[src/rtl/nco_ctrl_pkg.sv]
// Shared definitions for the NCO sweep controller and the NCO wrapper.
package nco_ctrl_pkg;

  localparam int APR_DEF     = 32;
  localparam int NCO_LAT_DEF = 8;

  typedef enum logic [2:0] {
    ST_IDLE   = 3'd0,
    ST_SETTLE = 3'd1,
    ST_MEAS   = 3'd2,
    ST_STEP   = 3'd3,
    ST_FINISH = 3'd4
  } state_t;

endpackage

[src/rtl/nco_settle_cnt.sv]
// Loadable down-counter that parks at zero. Load has priority over counting.
module nco_settle_cnt #(
  parameter int W = 17
) (
  input  logic         clk,
  input  logic         reset_n,
  input  logic         i_load,
  input  logic [W-1:0] i_load_val,
  output logic         o_zero
);

  logic [W-1:0] r_cnt;

  always_ff @(posedge clk or negedge reset_n) begin
    if (!reset_n) begin
      r_cnt <= '0;
    end else if (i_load) begin
      r_cnt <= i_load_val;
    end else if (r_cnt != '0) begin
      r_cnt <= r_cnt - 1'b1;
    end
  end

  assign o_zero = (r_cnt == '0);

endmodule

[src/rtl/nco_sweep_ctrl.sv]
// Frequency-sweep sequencer: steps the NCO phase increment, waits for flush plus
// settling, then performs one req/done measurement handshake per point.
module nco_sweep_ctrl
  import nco_ctrl_pkg::*;
#(
  parameter int APR      = APR_DEF,
  parameter int NPT_W    = 16,
  parameter int SETTLE_W = 16,
  parameter int NCO_LAT  = NCO_LAT_DEF
) (
  input  logic                clk,
  input  logic                reset_n,
  input  logic [APR-1:0]      cfg_start_inc,
  input  logic [APR-1:0]      cfg_step_inc,
  input  logic [NPT_W-1:0]    cfg_num_pts,
  input  logic [SETTLE_W-1:0] cfg_settle,
  input  logic                start,
  input  logic                abort,
  input  logic                nco_out_valid,
  input  logic                meas_done,
  output logic                nco_clken,
  output logic [APR-1:0]      nco_phi_inc,
  output logic                meas_req,
  output logic [NPT_W-1:0]    point_idx,
  output logic                busy,
  output logic                sweep_done,
  output logic [2:0]          dbg_state
);

  state_t              r_state;
  logic [APR-1:0]      r_step;
  logic [NPT_W-1:0]    r_num_pts;
  logic [SETTLE_W-1:0] r_settle;

  logic [SETTLE_W-1:0] w_settle_src;
  logic [SETTLE_W:0]   w_load_val;
  logic                w_load;
  logic                w_cnt_zero;
  logic                w_last_pt;

  // Counter is (re)loaded on the same edge that updates nco_phi_inc, so the
  // settle window is measured from the increment change.
  assign w_settle_src = (r_state == ST_IDLE) ? cfg_settle : r_settle;
  assign w_load_val   = (SETTLE_W+1)'(NCO_LAT) + {1'b0, w_settle_src};
  assign w_load       = ((r_state == ST_IDLE) && start && !abort && (cfg_num_pts != '0)) ||
                        ((r_state == ST_STEP) && !abort);
  assign w_last_pt    = (point_idx == (r_num_pts - NPT_W'(1)));
  assign dbg_state    = r_state;

  nco_settle_cnt #(.W(SETTLE_W+1)) u_settle_cnt (
    .clk        (clk),
    .reset_n    (reset_n),
    .i_load     (w_load),
    .i_load_val (w_load_val),
    .o_zero     (w_cnt_zero)
  );

  // Handshake: meas_req is a level raised on entering MEAS and dropped on the
  // edge that samples meas_done high; meas_done is ignored in all other states.
  always_ff @(posedge clk or negedge reset_n) begin
    if (!reset_n) begin
      r_state     <= ST_IDLE;
      r_step      <= '0;
      r_num_pts   <= '0;
      r_settle    <= '0;
      nco_clken   <= 1'b0;
      nco_phi_inc <= '0;
      meas_req    <= 1'b0;
      point_idx   <= '0;
      busy        <= 1'b0;
      sweep_done  <= 1'b0;
    end else begin
      sweep_done <= 1'b0;
      if (abort && (r_state != ST_IDLE)) begin
        r_state   <= ST_IDLE;
        meas_req  <= 1'b0;
        nco_clken <= 1'b0;
        busy      <= 1'b0;
      end else begin
        case (r_state)
          ST_IDLE: begin
            if (start && !abort) begin
              r_step    <= cfg_step_inc;
              r_num_pts <= cfg_num_pts;
              r_settle  <= cfg_settle;
              busy      <= 1'b1;
              if (cfg_num_pts == '0) begin
                sweep_done <= 1'b1;
                r_state    <= ST_FINISH;
              end else begin
                nco_phi_inc <= cfg_start_inc;
                point_idx   <= '0;
                nco_clken   <= 1'b1;
                r_state     <= ST_SETTLE;
              end
            end
          end
          ST_SETTLE: begin
            if (w_cnt_zero && nco_out_valid) begin
              meas_req <= 1'b1;
              r_state  <= ST_MEAS;
            end
          end
          ST_MEAS: begin
            if (meas_done) begin
              meas_req <= 1'b0;
              if (w_last_pt) begin
                sweep_done <= 1'b1;
                r_state    <= ST_FINISH;
              end else begin
                r_state <= ST_STEP;
              end
            end
          end
          ST_STEP: begin
            nco_phi_inc <= nco_phi_inc + r_step;
            point_idx   <= point_idx + NPT_W'(1);
            r_state     <= ST_SETTLE;
          end
          ST_FINISH: begin
            nco_clken <= 1'b0;
            busy      <= 1'b0;
            r_state   <= ST_IDLE;
          end
          default: r_state <= ST_IDLE;
        endcase
      end
    end
  end

endmodule

[config.mk]
export PLATFORM = sky130hd
export DESIGN_NAME = nco_sweep_ctrl
export DESIGN_NICKNAME = d
export VERILOG_FILES = /design/src/rtl/nco_ctrl_pkg.sv /design/src/rtl/nco_settle_cnt.sv /design/src/rtl/nco_sweep_ctrl.sv
export SDC_FILE = /design/constraint.sdc
export NUM_CORES = 1
export LEC_CHECK = 0
export CELL_PAD_IN_SITES_DETAIL_PLACEMENT = 0
export CELL_PAD_IN_SITES_GLOBAL_PLACEMENT = 1
export CORE_MARGIN = 10
export CORE_UTILIZATION = 44
export CTS_CLUSTER_SIZE = 8
export DETAILED_ROUTE_END_ITERATION = 10
export HOLD_SLACK_MARGIN = 0.05
export PLACE_DENSITY_LB_ADDON = 0.1
export SYNTH_ARGS = -nofsm -noshare
export SYNTH_HDL_FRONTEND = slang
export SYNTH_SLANG_ARGS = --single-unit
[constraint.sdc]
create_clock -name clk -period 5.4 [get_ports clk]
set_input_delay 1.62 -clock clk [delete_from_list [all_inputs] [get_ports clk]]
set_output_delay 1.62 -clock clk [all_outputs]
set_load 0.1 [all_outputs]
## Yosys cells after proc, flatten, opt, wreduce, memory -nomap -nowiden

Index checks and enable logic that the tools add are counted.

- Add/sub/neg operators: 5
- Multiply operators: 0
- Div/mod/pow operators: 0
- $lt $le $gt $ge: 0
- Equal/unequal tests: 11
- Shift operators: 0
- Multiplexer cells: 33
- Bitwise logic cells: 1
- Reduce and logical (&&, ||, !) cells: 25

Operator list:

| kind | number |
|---|---|
| two-way mux 32 bit | 2 |
| one-hot mux 32 bit (2 select lines) | 1 |
| two-way mux 16 bit | 3 |
| two-way mux 17 bit | 2 |
| adder 32 bit | 1 |
| one-hot mux 16 bit (2 select lines) | 1 |
| two-way mux 3 bit | 6 |
| adder 4 x 16 -> 17 bit (first input constant) | 1 |
| zero test 17 bit | 1 |
| nonzero test 17 bit | 1 |
| subtractor 17 x 1 -> 17 bit (second input constant) | 1 |
| adder 16 x 1 -> 16 bit (second input constant) | 1 |
| equality test 16 bit | 1 |
| zero test 16 bit | 1 |
| nonzero test 16 bit | 1 |
| subtractor 16 x 1 -> 16 bit (second input constant) | 1 |
| two-way mux 1 bit | 13 |
| one-hot mux 3 bit (4 select lines) | 1 |
| AND reduction 3 bit | 4 |
| inequality test 3 bit (second input constant) | 3 |
| nonzero test 3 bit | 3 |
| one-hot mux 1 bit (2 select lines) | 4 |
| logical AND 1 bit | 7 |
| equality test 3 x 2 -> 1 bit (second input constant) | 2 |
| 12 further kinds | 13 |

- Bits in registers: 136
- Bits in latches: 0
- Bits in writable memories: 0
- ROM bits: 0
- Bits of input ports: 102
- Output and inout bits: 55
- Word-level logic and storage cells: 86
- Memories kept: 0

## Logic depth before layout (Yosys ltp)

- Depth after elaboration: 6
- Depth in mapped cells: 11
- Mapped depth without buffers: 11

## Modules after synthesis

Synthesis repeated with hierarchy kept, for this count alone.

- Cells, all modules: 885
- Area, all modules: 8585.7 µm²

Modules (own cells, without submodules):

| module | times used | cells an instance | area an instance (µm²) | sequential area each (µm²) |
|---|---|---|---|---|
| nco_sweep_ctrl | 1 | 768 | 7430.9 | 2977.9 |
| nco_settle_cnt | 1 | 117 | 1154.9 | 425.4 |

## Worst setup path before layout

OpenSTA, ideal clock, no wires.

- Path type: register to register
- Start: register nco_phi_inc[16]
- End: register nco_phi_inc[31]
- Library setup time: 0.133 ns
- Data arrival time: 3.104 ns
- Data required time: 5.267 ns
- Slack: 2.163 ns
- Cell stages (with the launch flop): 10
- Path buffers: 0
- Period minus slack after synthesis: 3.237 ns
- Path through: dfrtp_1 > ha_1 > a211o_1 > a221o_1 > a211o_1 > nor3_2 > nor3_1 > or4b_1 > o2111ai_1 > a31oi_1

- Longest elaborated chain between the ends: 2

RTL lines:

| item | line | RTL |
|---|---|---|
| start, declared | nco_sweep_ctrl.sv:22 | `output logic [APR-1:0] nco_phi_inc,` |
| start signal, assigned | nco_sweep_ctrl.sv:91 | `nco_phi_inc <= cfg_start_inc;` |
| start signal, assigned | nco_sweep_ctrl.sv:116 | `nco_phi_inc <= nco_phi_inc + r_step;` |
| adder 32 bit | nco_sweep_ctrl.sv:116 |  |
| one-hot mux 32 bit (2 select lines) | nco_sweep_ctrl.sv:80 | `case (r_state)` |

No other way between the ends.
A chain may end at the register's enable or synchronous reset.

## Worst setup path in the final report

- Start: input abort
- End: register u_settle_cnt.r_cnt[6]

- Longest elaborated chain between the ends: 5
- Elaborated cells on any way between the ends: 7
- Those cells by class: 1 x mux; 6 x reduce/logical

RTL lines:

| item | line | RTL |
|---|---|---|
| start, declared | nco_sweep_ctrl.sv:18 | `input logic abort,` |
| zero test 1 bit (*) | nco_sweep_ctrl.sv:45, nco_sweep_ctrl.sv:46 |  |
| logical AND 1 bit (2 in a row) | nco_sweep_ctrl.sv:45 | `assign w_load = ((r_state == ST_IDLE) && start && !abort && (cfg_num_pts != '0)) \|\|` |
| logical OR 1 bit (*) | nco_sweep_ctrl.sv:45 |  |
| two-way mux 17 bit or nonzero test 2 bit (tied branches) | - |  |
| end signal, assigned | nco_settle_cnt.sv:18 | `r_cnt <= i_load_val;` |
| end signal, assigned | nco_settle_cnt.sv:20 | `r_cnt <= r_cnt - 1'b1;` |
| end, declared | nco_settle_cnt.sv:12 | `logic [W-1:0] r_cnt;` |

Every way passes the cells marked *; elsewhere a longest branch is shown, timed or not.

==> flow_metrics.tcl <==
set metrics [dict create \
    antenna_found_initial 1 \
    routed_wl_mm 23.3 \
    fin_area_um2 10800 \
    rsz0062_at_grt "no" \
    synthFlopType "dfrtp_1" \
    clk_latency_ns 0.42 \
    die_h_um 158 \
    grt_max_degree 79 \
    yosysWarnings 0 \
    place.gp.congestion 0.837 \
    leakagePower_uw 0.00444 \
    post_cts_buffers 0 \
    cap_viol_max_count 0 \
    grt_overflow 0 \
    yosysTopAreaCellShare 0.405 \
    die_w_um 158 \
    drc 0 \
    dp_hpwl_mm 16.9 \
    worst_slew_pin_slew_ns 1.05 \
    cp_top_family "simple AND/OR/NAND/NOR gates" \
    hold_path_class "reg2reg" \
    path_max_fanout 31 \
    cts.path.max_buffers 2 \
    core_area_um2 18800 \
    via_per_inst 5.59 \
    synth_area_leaders "dfrtp_1 (41%), mux2_2 (9.5%), ha_1 (5.2%)" \
    outcome "finished clean" \
    io_buffers 156 \
    cp-start-kind "input port" \
    yosysSeqAreaShare 0.405 \
    cts_sinks 136 \
    worstSetupPathType "in2reg" \
    postRouteAntennaNets 0 \
    yosys.area.top_type "dfrtp_1" \
    slew_headroom 0.300 \
    syn_to_final_growth_pct 28.5 \
    critPathMaxStageDelay_ns 0.62 \
    slowest_stage "nor2b_2" \
    synth.avg_cell_area_um2 9.77 \
    vias 7005 \
    layout-drive-gt1-share 0.135 \
    p_sw_uw 1690 \
    setup_violations 0 \
    power.density_nw_per_um2 403 \
    start_util 0.448 \
    post_drt_wl_per_cell_um 18.6 \
    ys_types 73 \
    finalMaxSlewViolations 0 \
    power_frac_seq 0.320 \
    cp.required_ns 5.68 \
    cts-htree-levels 4 \
    cts_root_buf "clkbuf_16" \
    grt_pass1_vias 7175 \
    ioPinCount 157 \
    detail_route.first_pass.iterations 4 \
    clk_pin_slew_ns 0.06 \
    critPathCaptureType "flop" \
    ir_drop_mv 0.247 \
    crit_buf_inv 2 \
    synth-edff-count 0 \
    synthCells 860 \
    netlist_area_um2 8400 \
    dieArea_um2 25000 \
    core.rowCount 50 \
    period_minus_slack_ns 4.04 \
    first_iter_violations 384 \
    fmax_mhz 248 \
    grt_pass1_wl_mm 37.7 \
    cts_tree "done" \
    placed_cell_area_um2 10200 \
    swShare 0.390 \
    p_int_uw 2650 \
    crit_chain "clkdlybuf4s50_1, nor2_1, nand3_4, nor2b_2, nor2_2, buf_4, nand2_1, o22ai_1" \
    finalHoldViolations 0 \
    ctsResizeCount 0 \
    grt_usage 0.190 \
    cts_made_buffers 17 \
    final.setup.tns_ns 0 \
    postCtsHoldBufs 0 \
    ys_seq_elements 136 \
    syn_nets 998 \
    clkPwrFrac 0.278 \
    synth_async_sr_flop_share 1.00 \
    cp.arrival_ns 4.32 \
    combPwrFrac 0.402 \
    finClkSkew_ns 0.00741 \
    min_period_over_period 0.748 \
    final_nets 1143 \
]
==> layout by cell type, fill, tap and decap left out, types with 9 or more instances in the layout <==
cell	netlist	final
nand3_1	23	22
nor2b_1	14	13
ha_1	35	35
mux2_2	71	71
a31oi_1	13	13
nor4_1	9	9
o21ai_0	34	34
a21o_1	12	12
a21oi_1	63	63
clkbuf_16	0	17
nor3_1	16	15
buf_4	0	9
o22ai_1	29	29
nor2_1	60	59
xnor2_1	43	43
inv_1	10	10
clkdlybuf4s50_1	0	155
mux2i_1	17	17
nand2_1	75	75
nand4_1	11	11
xor2_1	39	39
dfrtp_1	136	136
==> synthesized netlist by cell type, types with 3 or more instances <==
| master | count |
|---|---|
| or2_2 | 5 |
| inv_1 | 10 |
| o31ai_1 | 3 |
| o22ai_1 | 29 |
| nor3_1 | 16 |
| nand2b_1 | 8 |
| o31a_1 | 4 |
| o21a_1 | 6 |
| a2111oi_2 | 3 |
| buf_1 | 4 |
| a21oi_1 | 63 |
| xnor2_1 | 43 |
| nor2b_1 | 14 |
| nand3_1 | 23 |
| buf_2 | 7 |
| a22oi_1 | 4 |
| a31oi_1 | 13 |
| nand4b_1 | 3 |
| mux2i_1 | 17 |
| o211ai_1 | 4 |
| nand2_1 | 75 |
| a21o_1 | 12 |
| mux2_2 | 71 |
| clkbuf_1 | 27 |
| o21ai_0 | 34 |
| or3_1 | 5 |
| a211oi_1 | 4 |
| nor4_1 | 9 |
| dfrtp_1 | 136 |
| xor2_1 | 39 |
| ha_1 | 35 |
| nand4_1 | 11 |
| nor2_1 | 60 |
| nand3b_1 | 6 |
| and3_1 | 8 |
==> logic make-up after synthesis <==
logic type | after synthesis | synth area share
xor gates and xnor gates | 82 | 0.0855
and+or+nand+nor | 263 | 0.160
muxes | 88 | 0.115
AOI/OAI and AO/OA | 206 | 0.156
buffers and inverters | 49 | 0.0231
adders and majority gates | 36 | 0.0545
DFF | 136 | 0.405
==> registers in the layout (all words and copies together), names as in the netlist <==
| name | cells |
|---|---|
| meas_req | 1 |
| nco_clken | 1 |
| sweep_done | 1 |
| busy | 1 |
| nco_phi_inc | 32 |
| u_settle_cnt.r_cnt | 17 |
| r_num_pts | 16 |
| point_idx | 16 |
| r_step | 32 |
| r_settle | 16 |
| dbg_state | 3 |
==> power groups by stage <==
stage	Combinational, µW	Sequential, µW	Clock (µW)
6_report	1750	1390	1210
5_1_grt	1910	1420	1280
4_1_cts	1750	1390	1230
3_5_place_dp	1740	1400	0
3_3_place_gp	1740	1400	0
2_1_floorplan	974	1710	0
==> routing by layer <==
layer / part of all wire / GRT usage / vias up / wire [µm]
met3: 0.060 / 0.0613 / 16 / 1390
met4: 0.0094 / 0.0476 / 0 / 220
li1: - / - / 3441 / -
met2: 0.47 / 0.305 / 155 / 11000
met1: 0.46 / 0.241 / 3393 / 10700
met5: 0 / 0 / - / 0
==> layout make-up <==
cell class | count | area (µm²)
Inverter | 10 | 37.5
Clock buffer | 20 | 457
Sequential cell | 136 | 3400
Timing Repair Buffer | 165 | 1630
Multi-Input combinational cell | 675 | 4820
Antenna cell | 1 | 2.50
Clock inverter | 12 | 148
Tap cell | 234 | 293
Fill cell | 1694 | 7970
==> worst paths after layout <==
kind | end | startpoint | cells past startpoint | slack, ns
hold reg to reg | r_settle[15] | r_settle[15] | 1 | 0.51
min in group asynchronous | r_settle[10] | reset_n | 1 | 1.23
hold / removal | r_settle[15] | r_settle[15] | 1 | 0.51
setup / recovery | u_settle_cnt.r_cnt[6] | abort | 8 | 1.36
setup reg to reg | u_settle_cnt.r_cnt[14] | dbg_state[1] | 9 | 2.26
max in group asynchronous | nco_phi_inc[16] | reset_n | 2 | 3.24
==> through the flow <==
| step | utilization | hold slack (ns) | setup slack (ns) | power [µW] | cells |
|---|---|---|---|---|---|
| detailed placement | 0.543 | 0.494 | 0.962 | 3140 | 1220 |
| global route | 0.575 | 0.522 | 1.16 | 4610 | 1253 |
| CTS | 0.575 | 0.507 | 1.38 | 4380 | 1252 |
| global placement | 0.543 | 0.484 | 1.04 | 3140 | 1220 |
| floorplan | - | 0.475 | 2.16 | 2690 | 860 |
| finish | 0.575 | 0.506 | 1.36 | 4350 | 1253 |
Note: power is estimated with default switching activity, not from simulation.
